`src/rtl/mcr_loader_pkg.sv`:
```
// Shared types and constants for the MCR1 ROM loader.
package mcr_loader_pkg;

    typedef enum logic [1:0] {
        ST_EMPTY,
        ST_LOAD,
        ST_HOLD,
        ST_RUN
    } state_e;

    localparam logic [7:0] IDX_ROM   = 8'd0;
    localparam logic [7:0] IDX_MOD   = 8'd1;
    localparam logic [7:0] IDX_NVRAM = 8'd4;
    localparam logic [7:0] IDX_DIP   = 8'd254;

endpackage

```
`src/rtl/mcr_reset_timer.sv`:
```
// Loadable 16-bit down-counter used to stretch core reset; stops at zero.
module mcr_reset_timer #(
    parameter logic [15:0] INIT = 16'hFFFF
) (
    input  logic        clk_sys,
    input  logic        reset_n,
    input  logic        load_i,
    input  logic        dec_i,
    output logic        done_o
);

    logic [15:0] cnt_q, cnt_d;

    // Next count: load wins over decrement, decrement saturates at zero.
    always_comb begin
        cnt_d = cnt_q;
        if (load_i)
            cnt_d = INIT;
        else if (dec_i && cnt_q != 16'd0)
            cnt_d = cnt_q - 16'd1;
    end

    // Counter register, reset to the full hold value.
    always_ff @(posedge clk_sys) begin
        if (!reset_n)
            cnt_q <= INIT;
        else
            cnt_q <= cnt_d;
    end

    assign done_o = (cnt_q == 16'd0);

endmodule

```
`src/rtl/mcr_rom_loader.sv`:
```
// HPS ioctl sequencer for MCR1: ROM staging, port-A mux, mod/DIP capture and
// core reset sequencing. Optional NVRAM path enabled by `define MCR_NVRAM_EN.
module mcr_rom_loader
    import mcr_loader_pkg::*;
#(
    parameter logic [15:0] RST_HOLD = 16'hFFFF,
    parameter int          NV_AW    = 11
) (
    input  logic              clk_sys,
    input  logic              reset_n,
    input  logic              ioctl_download,
    input  logic [7:0]        ioctl_index,
    input  logic              ioctl_wr,
    input  logic [24:0]       ioctl_addr,
    input  logic [7:0]        ioctl_dout,
    output logic              ioctl_wait,
    input  logic              user_reset,
    input  logic [14:0]       cpu_rom_addr,
    output logic              rom_we,
    output logic [15:0]       rom_addr,
    output logic [7:0]        rom_d,
    output logic              core_reset,
    output logic              rom_loaded,
    output logic [7:0]        mod_id,
`ifdef MCR_NVRAM_EN
    input  logic              ioctl_upload,
    output logic [7:0]        ioctl_din,
    output logic              nvram_we,
    output logic [NV_AW-1:0]  nvram_addr,
    output logic [7:0]        nvram_d,
    input  logic [7:0]        nvram_q,
`endif
    output logic [63:0]       dip_sw
);

    state_e      state_q, state_d;
    logic        rom_dl, rom_dl_q, dl_rise, dl_fall;
    logic        tmr_load, tmr_dec, tmr_done;
    logic        stage_rom, stage_nv;
    logic        buf_vld_q, buf_nv_q, buf_rom;
    logic [15:0] buf_addr_q;
    logic [7:0]  buf_dat_q;
    logic        rom_loaded_q;
    logic [7:0]  mod_q;
    logic [63:0] dip_q;

    assign rom_dl  = ioctl_download && (ioctl_index == IDX_ROM);
    assign dl_rise = rom_dl && !rom_dl_q;
    assign dl_fall = !rom_dl && rom_dl_q;

    assign stage_rom = ioctl_wr && rom_dl && (ioctl_addr[24:16] == 9'd0);
`ifdef MCR_NVRAM_EN
    assign stage_nv  = ioctl_wr && ioctl_download && (ioctl_index == IDX_NVRAM);
`else
    assign stage_nv  = 1'b0;
`endif

    mcr_reset_timer #(.INIT(RST_HOLD)) u_timer (
        .clk_sys (clk_sys),
        .reset_n (reset_n),
        .load_i  (tmr_load),
        .dec_i   (tmr_dec),
        .done_o  (tmr_done)
    );

    // Reset sequencing FSM; a new ROM download overrides everything.
    always_comb begin
        state_d  = state_q;
        tmr_load = 1'b0;
        tmr_dec  = 1'b0;
        case (state_q)
            ST_EMPTY: ;
            ST_LOAD: begin
                if (dl_fall) begin
                    state_d  = ST_HOLD;
                    tmr_load = 1'b1;
                end
            end
            ST_HOLD: begin
                if (user_reset)    tmr_load = 1'b1;
                else if (tmr_done) state_d  = ST_RUN;
                else               tmr_dec  = 1'b1;
            end
            ST_RUN: begin
                if (user_reset) begin
                    state_d  = ST_HOLD;
                    tmr_load = 1'b1;
                end
            end
            default: state_d = ST_EMPTY;
        endcase
        if (dl_rise) begin
            state_d  = ST_LOAD;
            tmr_load = 1'b0;
            tmr_dec  = 1'b0;
        end
    end

    // State, edge detector and loaded flag.
    always_ff @(posedge clk_sys) begin
        if (!reset_n) begin
            state_q      <= ST_EMPTY;
            rom_dl_q     <= 1'b0;
            rom_loaded_q <= 1'b0;
        end else begin
            state_q  <= state_d;
            rom_dl_q <= rom_dl;
            if (state_q == ST_LOAD && dl_fall)
                rom_loaded_q <= 1'b1;
        end
    end

    // One-entry staging buffer plus mod/DIP capture; buffer drains every cycle.
    always_ff @(posedge clk_sys) begin
        if (!reset_n) begin
            buf_vld_q  <= 1'b0;
            buf_nv_q   <= 1'b0;
            buf_addr_q <= 16'd0;
            buf_dat_q  <= 8'd0;
            mod_q      <= 8'd0;
            dip_q      <= 64'd0;
        end else begin
            buf_vld_q <= stage_rom || stage_nv;
            if (stage_rom || stage_nv) begin
                buf_nv_q   <= stage_nv;
                buf_addr_q <= ioctl_addr[15:0];
                buf_dat_q  <= ioctl_dout;
            end
            if (ioctl_wr && ioctl_download && ioctl_index == IDX_MOD)
                mod_q <= ioctl_dout;
            if (ioctl_wr && ioctl_download && ioctl_index == IDX_DIP &&
                ioctl_addr[24:3] == 22'd0)
                dip_q[{ioctl_addr[2:0], 3'b000} +: 8] <= ioctl_dout;
        end
    end

    // A pending ROM byte keeps port A even if the FSM just left LOAD.
    assign buf_rom    = buf_vld_q && !buf_nv_q;
    assign rom_we     = buf_rom;
    assign rom_addr   = (state_q == ST_LOAD || buf_rom) ? buf_addr_q : {1'b0, cpu_rom_addr};
    assign rom_d      = buf_dat_q;
    assign core_reset = (state_q != ST_RUN);
    assign rom_loaded = rom_loaded_q;
    assign mod_id     = mod_q;
    assign dip_sw     = dip_q;

`ifdef MCR_NVRAM_EN
    logic        up_act, up_new, up_seen_q, up_wait_q;
    logic [24:0] up_addr_q;
    logic [7:0]  din_q;

    assign up_act = ioctl_upload && (ioctl_index == IDX_NVRAM);
    assign up_new = up_act && (!up_seen_q || ioctl_addr != up_addr_q);

    // Upload tracking: each new address stalls HPS for two cycles of RAM read.
    always_ff @(posedge clk_sys) begin
        if (!reset_n) begin
            up_seen_q <= 1'b0;
            up_wait_q <= 1'b0;
            up_addr_q <= 25'd0;
            din_q     <= 8'd0;
        end else begin
            up_seen_q <= up_act;
            up_wait_q <= up_new;
            if (up_new) up_addr_q <= ioctl_addr;
            if (up_act) din_q     <= nvram_q;
        end
    end

    assign ioctl_wait = buf_vld_q || up_new || up_wait_q;
    assign ioctl_din  = din_q;
    assign nvram_we   = buf_vld_q && buf_nv_q;
    assign nvram_addr = up_act ? ioctl_addr[NV_AW-1:0] : buf_addr_q[NV_AW-1:0];
    assign nvram_d    = buf_dat_q;
`else
    assign ioctl_wait = buf_vld_q;
`endif

endmodule

```
`config.mk`:
```
export PLATFORM = sky130hd
export DESIGN_NAME = mcr_rom_loader
export DESIGN_NICKNAME = d
export VERILOG_FILES = /design/src/rtl/mcr_loader_pkg.sv /design/src/rtl/mcr_reset_timer.sv /design/src/rtl/mcr_rom_loader.sv
export SDC_FILE = /design/constraint.sdc
export NUM_CORES = 1
export LEC_CHECK = 0
export CAP_MARGIN = 20
export CORE_MARGIN = 5
export CORE_UTILIZATION = 50
export CTS_BUF_LIST = sky130_fd_sc_hd__clkbuf_8 sky130_fd_sc_hd__clkbuf_16
export CTS_CLUSTER_SIZE = 30
export DETAILED_ROUTE_END_ITERATION = 16
export PLACE_DENSITY_LB_ADDON = 0.12
export SLEW_MARGIN = 20
export SYNTH_ARGS = -nofsm -noshare
export SYNTH_HDL_FRONTEND = slang
export SYNTH_SLANG_ARGS = --single-unit
```
`constraint.sdc`:
```
create_clock -name clk_sys -period 6.8 [get_ports clk_sys]
set_input_delay 2.04 -clock clk_sys [delete_from_list [all_inputs] [get_ports clk_sys]]
set_output_delay 2.04 -clock clk_sys [all_outputs]
set_load 0.02 [all_outputs]
```
==> reports/metrics.csv, run 1 <==
stage,metric,value,unit
place,DP Cell Count,813,
logic_synthesis,Post-synth EDFFs,0,
floorplanning,die area,12300,µm²
final_layout,"commonest non-fill, non-tap cell in the layout",clkdlybuf4s50_1,
worst_setup_path,crit-path most repeated cell,clkdlybuf4s50_1,
final_layout,"commonest cells after routing, fill and taps aside","clkdlybuf4s50_1 (159), dfxtp_1 (117), nand2_1 (81)",
cts,Post-CTS Setup Bufs,0,
worst_hold_path,hold_sp,dip_sw[59]$_SDFFE_PN0P_,
worst_setup_path,Reg-to-Reg End,state_q[0]$_SDFFE_PN0P_,
detailed_routing,Post-Route WL,14700,µm
global_routing,gr ovfl total,0,
place,hpwl dp,10600,µm
worst_setup_path,Setup crit start kind,input port,
final_layout,Area Overhead vs Synth,44.4,%
detailed_routing,Initial DRC Count,275,
global_routing,initial antenna violation count,0,
place,post-place setup slack,1.08,ns
power,LEAKAGE,2.97,nW
timing,endpoints failing setup,0,
floorplanning,Initial Util,51.7,%
worst_setup_path,"Req. time, crit path",4.76,ns
cts,CTS Sinks,117,
power,Power Dens Cells,227,nW/µm²
final_layout,"non-filler cells, final",845,
floorplanning,io pins,161,
floorplanning,Die Span Y,111,µm
worst_setup_path,"Arr. time, crit path",3.30,ns
timing,Max Slew Vio Count,0,
timing,final worst path period share,78.5,%
cts,clock-pin slew on the worst setup and hold paths,0.06,ns
job,Max-Cap Viols,0,
final_layout,Final #Nets,770,
worst_setup_path,cell count of the worst reg-to-reg path,4,
logic_synthesis,synthesized flop and latch total,117,
detailed_routing,Vias,4636,
logic_synthesis,Gate Count Post-Synth,546,
cts,CTS tree,built,
logic_synthesis,Netlist cell types,43,
timing,fmax,187,MHz
timing,slew at the pin closest to its max-slew limit,1.01,ns
detailed_routing,drt via density,5.49,
worst_hold_path,Worst Hold Path EP,dip_sw[59]$_SDFFE_PN0P_,
global_routing,vias in the first global route,4704,
place,port bufs,160,
worst_hold_path,Hold/Removal Path Class,reg -> reg,
floorplanning,die span in x,111,µm
detailed_routing,Metal-1 WL,6090,µm
worst_setup_path,Critical Path Fanout Max,1,
place,GP Congestion,0.845,
floorplanning,core area,9820,µm²
global_routing,pin count of the biggest net entering global routing,73,
timing,Worst slew margin,32.2,%
detailed_routing,Final ANT Viol Nets,0,
power,Peak VDD IR,0.138,mV
timing,min cycle time layout,5.34,ns
logic_synthesis,synth warn,0,
logic_synthesis,Post-synth ARST share,0,%
worst_setup_path,critical path class,in -> out,
logic_synthesis,sequential share of the synthesized area,46.1,%
worst_setup_path,worst reg-to-reg setup slack,4.36,ns
worst_setup_path,Worst path slowest cell,clkdlybuf4s50_1,
detailed_routing,uppermost routed layer,met4,
detailed_routing,Met3 Wirelength,1220,µm
worst_setup_path,R2R Path Start,u_timer.cnt_q[4]$_SDFFE_PP1P_,
worst_setup_path,largest stage delay on the critical path,0.55,ns
cts,clock latency on the worst-skew pair,0.51,ns
cts,root buffer cell,clkbuf_8,
logic_synthesis,predominant post-synthesis flop cell,dfxtp_1,
timing,RSZ-0062 raised after global routing,no,
worst_setup_path,worst path cell trace,clkdlybuf4s50_1 -> mux2_2 -> clkdlybuf4s50_1,
timing,setup ws final,1.46,ns
cts,post_cts resized,0,
timing,"Hold Vio Cnt, Final",0,
worst_setup_path,crit end category,primary output,
cts,largest buffer count on any clock path,2,
timing,setup TNS,0,ns
final_layout,n_diodes,0,
cts,CTS buffer count,17,
floorplanning,row cnt,36,
final_layout,share of layout cells above drive strength 1,9.27,%
cts,htree depth,4,
global_routing,global-route wire length before repair,24000,µm
cts,hold-fix buffers at CTS,0,
detailed_routing,met2 WL,7190,µm
logic_synthesis,"Cell Area, Synth",5080,µm²
logic_synthesis,Post-Syn Nets,617,
timing,clk_skew,0.00398,ns
detailed_routing,drt first pass iters,5,
global_routing,GRT Resource Usage Total,23.8,%
logic_synthesis,Post-Syn Area per Cell,9.30,µm²
detailed_routing,detailed-route wire length per cell,17.4,µm
detailed_routing,Residual DRC,0,
worst_hold_path,Hold Crit Depth,2,
outcome,status,"complete, no violations",
## cell families (layout without fill, tap and decap cells)
logic type | after synthesis | count (layout) | share of synthesized area, %
compound gates | 78 | 78 | 8.67
fa+ha+maj | 10 | 10 | 2.46
buf+inv | 43 | 209 | 3.38
flops | 117 | 117 | 46.1
mux | 87 | 87 | 17.5
simple gates | 211 | 211 | 21.9
## how the worst max path moves through the flow
stage | from | to | depth (start not counted) | slack, ns
3_3_place_gp | ioctl_index[1] | u_timer.cnt_q[1]$_SDFFE_PP1P_ | 9 | 1.20
4_1_cts | cpu_rom_addr[14] | rom_addr[14] | 3 | 1.44
3_5_place_dp | ioctl_index[5] | u_timer.cnt_q[14]$_SDFFE_PP1P_ | 10 | 1.08
5_1_grt | ioctl_index[4] | u_timer.cnt_q[14]$_SDFFE_PP1P_ | 10 | 1.29
2_1_floorplan | ioctl_index[1] | u_timer.cnt_q[10]$_SDFFE_PP1P_ | 10 | 2.20
6_report | cpu_rom_addr[14] | rom_addr[14] | 3 | 1.46
## per-stage QoR
| stage | hold slack (ns) | cell area [µm²] | power, mW | utilization (%) |
|---|---|---|---|---|
| 3_5_place_dp | 0.455 | 6750 | 0.811 | 68.7 |
| 2_1_floorplan | 0.445 | 5080 | 0.750 | - |
| 5_1_grt | 0.481 | 7330 | 1.73 | 74.7 |
| 3_3_place_gp | 0.445 | 6750 | 0.809 | 68.7 |
| 4_1_cts | 0.464 | 7330 | 1.67 | 74.7 |
| 6_report | 0.459 | 7330 | 1.67 | 74.7 |
## routing by layer
metal / GRT usage (%) / vias up
met5: 0 / -
met4: 5.75 / 0
met3: 9.77 / 21
met2: 39.7 / 159
met1: 28.6 / 2200
li1: - / 2256
## report_power, final
group / leakage, nW / internal, mW / switching, mW
clock: 0.286 / 0.545 / 0.324
sequential: 0.943 / 0.687 / 0.00171
combinational: 1.74 / 0.0541 / 0.0537
total: 2.97 / 1.29 / 0.379
## synth_stat cells, drive strengths merged (2+ instances only)
library cell,n,share of area [%]
dfxtp,117,46
or4b,2,0.39
nand3,46,5.0
mux2i,72,14
a21oi,25,2.5
mux2,15,3.3
o21ai,33,3.3
nand2b,4,0.49
o211ai,3,0.44
or2,2,0.25
nand3b,2,0.30
or4,14,2.1
nor3b,3,0.44
nor3,6,0.69
clkbuf,22,1.6
buf,7,0.71
or3,6,0.74
ha,10,2.5
nand2,81,6.0
nand4,4,0.74
and4,2,0.34
nand4b,2,0.34
inv,13,0.96
nor2,21,1.6
nor4,10,1.5
nor4b,4,0.69
a21boi,2,0.30
o31ai,10,1.5
## worst max-delay path: cells and delay by family
family / cells / cell delay [ns]
buffers and inverters: 2 / 0.97
multiplexers: 1 / 0.28
## final cells by class
class	count	area [µm²]
clock buffers	19	442
clock inverters	13	146
fillers	760	2490
inverters	14	52.6
multi-input cells	386	2560
flip-flops and latches	117	2340
well taps	133	166
repair buffers	163	1620
## registers in the layout, summed over array words and instances, names as in the netlist, 2 cells and up
| name | cells |
|---|---|
| buf_addr_q | 16 |
| dip_sw | 64 |
| mod_id | 8 |
| rom_d | 8 |
| state_q | 2 |
| u_timer.cnt_q | 16 |
No activity file was read; power rests on OpenSTA's default activity.
==> run 2, diff against run 1 <==
--- a/config.mk
+++ b/config.mk
@@ -7,7 +7,7 @@
 export LEC_CHECK = 0
 export CAP_MARGIN = 20
 export CORE_MARGIN = 5
-export CORE_UTILIZATION = 50
+export CORE_UTILIZATION = 47
 export CTS_BUF_LIST = sky130_fd_sc_hd__clkbuf_8 sky130_fd_sc_hd__clkbuf_16
 export CTS_CLUSTER_SIZE = 30
 export DETAILED_ROUTE_END_ITERATION = 16
==> constraint.sdc (replaced) <==
create_clock -name clk_sys -period 5.41 [get_ports clk_sys]
set_input_delay 1.623 -clock clk_sys [delete_from_list [all_inputs] [get_ports clk_sys]]
set_output_delay 1.623 -clock clk_sys [all_outputs]
set_load 0.02 [all_outputs]
==> reports/metrics.csv, run 2 (synthesized netlist as in run 1, its figures left out) <==
stage,metric,value,unit,change
place,post-place setup slack,0.905,ns,-0.172 ns
worst_hold_path,Hold Crit Depth,2,,unchanged
power,Pint,1.66,mW,+29%
detailed_routing,drt via density,5.47,,-0.31%
worst_setup_path,worst path cell trace,clkdlybuf4s50_1 -> mux2_2 -> clkdlybuf4s50_1,,
worst_setup_path,critical path class,in -> out,,
cts,CTS Sinks,117,,unchanged
worst_hold_path,Worst Hold Path EP,dip_sw[43]$_SDFFE_PN0P_,,
timing,min cycle time layout,4.50,ns,
worst_hold_path,hold_sp,dip_sw[43]$_SDFFE_PN0P_,,
place,Post-Place Cell Area,6780,µm²,+0.46%
floorplanning,core area,10700,µm²,+8.9%
worst_setup_path,"CP delay by family, top",buffers and inverters,,
worst_setup_path,crit-path most repeated cell,clkdlybuf4s50_1,,
global_routing,initial antenna violation count,0,,unchanged
worst_setup_path,worst path bufs/invs,2,,unchanged
cts,CTS tree,built,,
floorplanning,Die Span Y,114,µm,+2.9%
detailed_routing,Residual DRC,0,,unchanged
global_routing,gr ovfl total,0,,unchanged
detailed_routing,Vias,4671,,+0.75%
floorplanning,io pins,161,,unchanged
final_layout,"non-filler cells, final",854,,+1.1%
worst_setup_path,Worst path slowest cell,clkdlybuf4s50_1,,
place,DP Cell Count,823,,+1.2%
floorplanning,row cnt,38,,+5.6%
final_layout,utilization after layout,68.9,%,-5.8 points
final_layout,Final #Nets,773,,+0.39%
power,Comb pwr share,6.5,%,about the same
timing,RSZ-0062 raised after global routing,no,,
place,hpwl dp,10600,µm,+0.22%
worst_setup_path,Setup crit start kind,input port,,
final_layout,cell area after layout,7370,µm²,+0.44%
global_routing,GRT Resource Usage Total,23.0,%,-0.84 points
detailed_routing,drt first pass iters,4,,-1
power,Pwr Total,2.12,mW,+27%
timing,setup ws final,0.911,ns,-0.548 ns
worst_setup_path,crit end category,primary output,,
timing,setup TNS,0,ns,unchanged
worst_hold_path,Hold/Removal Path Class,reg -> reg,,
final_layout,share of layout cells above drive strength 1,9.10,%,-0.17 points
timing,Max Slew Vio Count,0,,unchanged
power,power share of the clock group,52.5,%,+0.3 points
global_routing,global-route wire length before repair,23700,µm,-1.4%
cts,Post-CTS Setup Bufs,0,,unchanged
worst_setup_path,R2R Path Start,u_timer.cnt_q[4]$_SDFFE_PP1P_,,
cts,post_cts resized,0,,unchanged
worst_setup_path,"Arr. time, crit path",2.88,ns,-0.42 ns
final_layout,"commonest non-fill, non-tap cell in the layout",clkdlybuf4s50_1,,
cts,CTS buffer count,17,,unchanged
job,Max-Cap Viols,0,,unchanged
power,NetSw,0.453,mW,+20%
power,Power Dens Cells,287,nW/µm²,+26%
power,Peak VDD IR,0.181,mV,+31%
timing,endpoints failing setup,0,,unchanged
cts,htree depth,4,,unchanged
floorplanning,Initial Util,47.5,%,-4.2 points
timing,"Hold Vio Cnt, Final",0,,unchanged
power,Reg power frac,41.0,%,-0.4 points
power,switch share,21.4,%,-1.3 points
detailed_routing,Post-Route WL,14800,µm,+0.45%
worst_setup_path,Critical Path Fanout Max,1,,unchanged
outcome,status,"complete, no violations",,
cts,largest buffer count on any clock path,2,,unchanged
timing,clk_skew,0.00305,ns,-0.000926 ns
final_layout,Area Overhead vs Synth,45.0,%,
floorplanning,die span in x,114,µm,+2.9%
worst_setup_path,cell count of the worst reg-to-reg path,4,,unchanged
final_layout,n_diodes,0,,unchanged
place,GP Congestion,0.846,,+0.12%
detailed_routing,detailed-route wire length per cell,17.3,µm,-0.61%
worst_setup_path,worst reg-to-reg setup slack,2.97,ns,-1.39 ns
timing,worst hold slack,0.459,ns,-0.000477 ns
cts,clock-pin slew on the worst setup and hold paths,0.05,ns,about the same
timing,final worst path period share,83.2,%,
power,LEAKAGE,3.00,nW,+0.99%
cts,hold-fix buffers at CTS,0,,unchanged
timing,fmax,222,MHz,
worst_setup_path,Levels on crit path,3,,unchanged
timing,Worst slew margin,30.9,%,-1.3 points
final_layout,max reg flops,64,,unchanged
cts,root buffer cell,clkbuf_8,,
final_layout,filler cell count,855,,+13%
timing,slew at the pin closest to its max-slew limit,1.03,ns,+0.0136 ns
detailed_routing,Initial DRC Count,246,,-11%
final_layout,"commonest cells after routing, fill and taps aside","clkdlybuf4s50_1 (159), dfxtp_1 (117), nand2_1 (81)",,
place,port bufs,160,,unchanged
worst_setup_path,"Req. time, crit path",3.79,ns,-0.97 ns
worst_setup_path,Reg-to-Reg End,state_q[1]$_SDFFE_PP0P_,,
global_routing,vias in the first global route,4728,,+0.51%
cts,clock latency on the worst-skew pair,0.51,ns,about the same
worst_setup_path,largest stage delay on the critical path,0.55,ns,about the same
floorplanning,die area,13000,µm²,+5.8%
detailed_routing,Final ANT Viol Nets,0,,unchanged
global_routing,pin count of the biggest net entering global routing,63,,-14%
==> run 2: cell types whose count changed in the layout (fill, tap and decap cells not counted), sizes merged <==
cell / previous run / this run
clkinvlp: 2 / 1
buf: 4 / 7
clkbuf: 19 / 20
bufinv: 2 / 3
inv: 17 / 15
==> run 2: tightest hold or removal path: cells and delay by family (launching register included) <==
| family | cells | cell delay, ns |
|---|---|---|
| AND/OR/NAND/NOR | 1 | 0.05 |
| flip-flops | 1 | 0.30 |
| multiplexers | 1 | 0.05 |
==> run 2: layout make-up <==
cell class,count,area (µm²),share of cell area [%]
clock inverter,11,134,1.82
clock buffer,20,455,6.18
sequential,117,2340,31.8
tap,140,175,2.38
inverter,14,52.6,0.713
timing repair buffer,166,1640,22.3
multi-input combinational,386,2560,34.8
==> run 2: worst max path at each step <==
stage,endpoint,from,slack (ns)
final,rom_addr[5],cpu_rom_addr[5],0.91
after global routing,rom_addr[5],cpu_rom_addr[5],0.89
after detailed placement,rom_addr[5],cpu_rom_addr[5],0.90
after CTS,rom_addr[5],cpu_rom_addr[5],0.90
after floorplan,u_timer.cnt_q[10]$_SDFFE_PP1P_,ioctl_index[1],1.23
after global placement,rom_addr[5],cpu_rom_addr[5],0.91
==> run 2: power by group through the flow <==
stage | Sequential, mW | Combinational [mW] | Clock, mW
final | 0.866 | 0.138 | 1.11
after global routing | 0.866 | 0.149 | 1.16
after CTS | 0.866 | 0.138 | 1.12
after detailed placement | 0.884 | 0.136 | 0
after global placement | 0.884 | 0.134 | 0
after floorplan | 0.884 | 0.0591 | 0
==> run 2: metal layers <==
metal  share of wire [%]  global-route usage, %  wire (µm)  vias to the layer above
li1                    -                      -          -                     2262
met1                  41                   27.3       6070                     2206
met2                  48                   37.2       7030                      180
met3                 9.5                   9.34       1400                       23
met4                 1.8                   8.87        269                        0
met5                   0                      0          0                        -
